--- src/rtl/cache_pkg.sv ---
// Shared address-split constants and layout for the direct-mapped cache.
// cache_addr_t gives control logic and tag RAM one identical field split.
package cache_pkg;

    localparam int ADDR_WIDTH  = 16;
    localparam int INDEX_BITS  = 5;
    localparam int WORD_BITS   = 2;
    localparam int OFFSET_BITS = 3;
    localparam int TAG_BITS    =
        ADDR_WIDTH - INDEX_BITS - WORD_BITS - OFFSET_BITS;
    localparam int NUM_LINES   = 2 ** INDEX_BITS;

    typedef struct packed {
        logic [TAG_BITS-1:0]    tag;
        logic [INDEX_BITS-1:0]  index;
        logic [WORD_BITS-1:0]   word_sel;
        logic [OFFSET_BITS-1:0] byte_off;
    } cache_addr_t;

    function automatic cache_addr_t to_cache_addr(
        input logic [ADDR_WIDTH-1:0] a
    );
        return cache_addr_t'(a);
    endfunction

endpackage

--- src/rtl/cache_addr_decoder_onehot.sv ---
// Combinational binary-to-one-hot decoder (line, way or bank select).
// Ports: bin (N_IN bits) in, onehot (2**N_IN bits) out.
module onehot_decoder #(
    parameter int N_IN = 5
) (
    input  logic [N_IN-1:0]      bin,
    output logic [2**N_IN-1:0]   onehot
);

    always_comb begin
        onehot      = '0;
        onehot[bin] = 1'b1;
    end

endmodule

--- src/rtl/cache_addr_decoder.sv ---
// Registers a CPU byte address and splits it into tag/index/word/byte fields.
// Ports: clk, rst, in_valid, addr in; out_valid, fields, line_sel, aligned, addr_q out.
module cache_addr_decoder #(
    parameter  int ADDR_WIDTH  = cache_pkg::ADDR_WIDTH,
    parameter  int INDEX_BITS  = cache_pkg::INDEX_BITS,
    parameter  int WORD_BITS   = cache_pkg::WORD_BITS,
    parameter  int OFFSET_BITS = cache_pkg::OFFSET_BITS,
    localparam int TAG_BITS    =
        ADDR_WIDTH - INDEX_BITS - WORD_BITS - OFFSET_BITS
) (
    input  logic                     clk,
    input  logic                     rst,
    input  logic                     in_valid,
    input  logic [ADDR_WIDTH-1:0]    addr,
    output logic                     out_valid,
    output logic [TAG_BITS-1:0]      tag,
    output logic [INDEX_BITS-1:0]    index,
    output logic [WORD_BITS-1:0]     word_sel,
    output logic [OFFSET_BITS-1:0]   byte_off,
    output logic [2**INDEX_BITS-1:0] line_sel,
    output logic                     aligned,
    output logic [ADDR_WIDTH-1:0]    addr_q
);

    localparam int WORD_LO  = OFFSET_BITS;
    localparam int INDEX_LO = OFFSET_BITS + WORD_BITS;
    localparam int TAG_LO   = INDEX_LO + INDEX_BITS;

    if (TAG_BITS < 1) begin : g_bad_split
        $error("cache_addr_decoder: TAG_BITS must be at least 1");
    end

    // Set by the first accepted address; keeps line_sel all-zero
    // after reset even though the cleared index decodes to line 0.
    logic loaded;
    logic [2**INDEX_BITS-1:0] line_dec;

    always_ff @(posedge clk or posedge rst) begin
        if (rst) begin
            out_valid <= 1'b0;
            addr_q    <= '0;
            loaded    <= 1'b0;
        end else begin
            out_valid <= in_valid;
            if (in_valid) begin
                addr_q <= addr;
                loaded <= 1'b1;
            end
        end
    end

    assign byte_off = addr_q[OFFSET_BITS-1:0];
    assign word_sel = addr_q[INDEX_LO-1:WORD_LO];
    assign index    = addr_q[TAG_LO-1:INDEX_LO];
    assign tag      = addr_q[ADDR_WIDTH-1:TAG_LO];
    assign aligned  = (byte_off == '0);

    onehot_decoder #(
        .N_IN   (INDEX_BITS)
    ) u_line_dec (
        .bin    (index),
        .onehot (line_dec)
    );

    assign line_sel = loaded ? line_dec : '0;

endmodule

--- config.mk ---
export PLATFORM = sky130hd
export DESIGN_NAME = cache_addr_decoder
export DESIGN_NICKNAME = d
export VERILOG_FILES = /design/src/rtl/cache_pkg.sv /design/src/rtl/cache_addr_decoder_onehot.sv /design/src/rtl/cache_addr_decoder.sv
export SDC_FILE = /design/constraint.sdc
export NUM_CORES = 1
export LEC_CHECK = 0
export ABC_AREA = 0
export ABC_CLOCK_PERIOD_IN_PS = 1900
export CAP_MARGIN = 20
export CORE_MARGIN = 3
export CORE_UTILIZATION = 32
export CTS_BUF_LIST = sky130_fd_sc_hd__clkbuf_16
export DETAILED_ROUTE_END_ITERATION = 6
export PLACE_DENSITY = 0.82
export SYNTH_ARGS = -nofsm -noshare
export SYNTH_HDL_FRONTEND = slang
export SYNTH_SLANG_ARGS = --single-unit
--- constraint.sdc ---
create_clock -name clk -period 1.9 [get_ports clk]
set_input_delay 0.57 -clock clk [delete_from_list [all_inputs] [get_ports clk]]
set_output_delay 0.57 -clock clk [all_outputs]
set_load 0.02 [all_outputs]
==> results.ini <==
[floorplan]
die_y_um = 62.17
rows = 19
dieArea_mm2 = 0.003865
initial_core_util_pct = 35.10
ios = 85
core_mm2 = 0.002877
die_x_um = 62.17

[global_route]
grt_usage_pct = 15.47
grt_max_degree = 19
gr-total-overflow = 0
grt_pass1_wl_um = 4961
antenna_found_initial = 0
grt_pass1_vias = 1061

[hold_path]
hold_path_class = reg2reg
hold_depth = 1
hold_path.startpoint = addr_q[15]
worst_hold_path.endpoint = addr_q[15]

[timing]
period_share_pct = 108.4
timing_worst_slew_pin_value_ps = 278.9
slew_viol_final = 0
hold_viol_final = 0
rsz0062_at_grt = true
period_needed_ps = 2059
setup_viol = 9
slew-limit-headroom_pct = 81.34
hold_ws_ps = 527.3
fmax_mhz = 485.8
layout_setup_ws_ps = -158.7
finalClockSkew_ps = 0

[run]
cap_violations = 0

[placement]
gp_congestion = 0.6821
dp_slack_ps = -343.0
postPlaceCellArea_mm2 = 0.001844
place_hpwl_um = 2279
io_buffers = 84

[clock_tree]
clock-root-buffer = clkbuf_16
cts_buffers = 3
cts_buffer_depth = 2
clk_pin_slew_worst_paths_ps = 50
clock_sinks = 18
clk_latency_ps = 240
cts_tree = yes
htree_levels = 1

[drt]
wl_per_cell_um = 13.92
drc = 0
first_pass_iters = 4
drtAntennaViolNets = 0
avgViaCountPerCell = 4.605
drt-initial-drc-count = 42
drt_wl_total_um = 3105
vias = 1027

[synthesis]
synth_nets = 121
ys.warnings.count = 0
syn_area_per_cell_um2 = 9.899
synth_top_family_by_area = simple AND/OR/NAND/NOR gates
yosysTopAreaCellShare_pct = 44.61
synth_compound_gate_area_share_pct = 0
syn-cell-area_mm2 = 0.001010
synthAdderAreaFrac_pct = 0
yosys.area_share.simple_pct = 23.17
synth.top_cells.by_area = dfrtp_1, mux2_2, buf_4, nor2_1, nand4bb_1
synthCells = 102
ys_seq_area_share_pct = 44.61
ys_ff_latch = 18
post_synth_num_cell_types = 15
yosysTopAreaCell = dfrtp_1
muxShareOfSynthArea_pct = 17.84
synth-xor-area-share_pct = 0

[worst_setup_path]
crit_fanout = 4
critPathCaptureType = primary output
r2r-start = addr_q[5]
arrival_ps = 1490
timing_worst_setup_path_type = reg2out
worstRegToRegCells = 3
worstPathRequired_ps = 1330
regToRegEndpoint = addr_q[5]
reg2reg_slack_ps = 870
cp-start-kind = register

[run_status]
violations = negative setup slack
outcome = finished, violations left

[finish]
syn_to_final_growth_pct = 98.02
num-nets-final = 201
final_cell_area_mm2 = 0.001999
num_antenna_cells = 0
drive_gt1_share_pct = 45.86
seq_area_um2 = 450.4
multiInputGateArea_um2 = 525.5
fillers = 225

[pwr]
ir_worst_vdd_mv = 0.4844
p_per_area_mw_per_mm2 = 695.1
power_leakage_nw = 0.8615

==> area by class of cell <==
cell class | instances | area share [%]
timing repair buffer | 96 | 44.43
multi-input combinational | 62 | 26.28
sequential | 18 | 22.53
clock buffer | 3 | 3.755
tap | 42 | 2.628
clock inverter | 1 | 0.1877
inverter | 1 | 0.1877
==> logic make-up after synthesis <==
logic type             Yosys count
buffers and inverters           22
flip-flops                      18
multiplexers                    16
AND/OR/NAND/NOR                 46
==> worst max-delay path, stage by stage, from the launching register on <==
cell     delay, ps
dfrtp_1        400
or4b_4         580
nor2_2         140
buf_6          120
==> synth_stat cells <==
cell type,instances
nor2_1,32
dfrtp_1,18
buf_4,16
mux2_2,16
clkbuf_1,3
nand4b_1,3
nand4bb_1,3
buf_2,2
nand2b_1,2
or2_2,2
inv_1,1
nand2_1,1
nand4_1,1
nor3_1,1
or4b_4,1
==> sequential cells by signal (all words and copies together) (netlist names) <==
| name | count |
|---|---|
| out_valid | 1 |
| loaded | 1 |
| addr_q | 16 |
==> metrics by stage <==
step	util [%]	setup TNS, ps	power (mW)	std cells
global route	69.51	-2647	1.454	223
global placement	64.11	-6354	0.9480	215
CTS	66.07	-576.7	1.379	220
finish	69.51	-637.4	1.390	223
floorplan	-	-100.9	0.7352	102
detailed placement	64.11	-6799	0.9553	215
==> routing by layer <==
metal / global-route usage, % / wire length, um
met4: 3.315 / 14
met1: 16.16 / 1186
met3: 6.847 / 382
met5: 0 / 0
met2: 28.49 / 1522
==> worst max-delay path by stage <==
stage,start,endpoint,slack [ps],cells past startpoint
finish,addr_q[5],line_sel[0],-160,3
global route,addr_q[5],line_sel[0],-210,3
CTS,addr_q[5],line_sel[0],-140,3
detailed placement,addr_q[6],line_sel[16],-340,3
global placement,addr_q[6],line_sel[16],-320,3
floorplan,addr_q[6],line_sel[0],-30,2
==> cells in the final DEF (no fill, tap or decap) <==
| cell | instances |
|---|---|
| buf_6 | 11 |
| or2_2 | 1 |
| nor2_2 | 6 |
| dlygate4sd2_1 | 11 |
| nor3_1 | 1 |
| or2_4 | 1 |
| nand4bb_4 | 3 |
| mux2_2 | 16 |
| nand4b_1 | 3 |
| clkbuf_16 | 3 |
| nand2b_2 | 2 |
| dfrtp_1 | 18 |
| nor2_1 | 21 |
| buf_4 | 31 |
| buf_2 | 1 |
| clkinv_1 | 1 |
| or4b_4 | 1 |
| nand2_2 | 1 |
| inv_1 | 1 |
| nor2_4 | 5 |
| nand4_1 | 1 |
| clkdlybuf4s50_1 | 41 |
| buf_12 | 1 |
==> report_power, final <==
| part | internal, mW | switching [mW] | total [mW] |
|---|---|---|---|
| clock network | 0.279 | 0.130 | 0.410 |
| logic | 0.264 | 0.266 | 0.529 |
| registers | 0.420 | 0.0313 | 0.451 |
| total | 0.962 | 0.428 | 1.39 |
==> repair_timing <==
item	CTS	global route
setup endpoints to repair	43	31
hold buffers	0	0
pin swaps	9	18
cloned	0	0
gates resized for setup	175	27
setup buffers	1	3
Note: power is estimated with default switching activity, not from simulation.
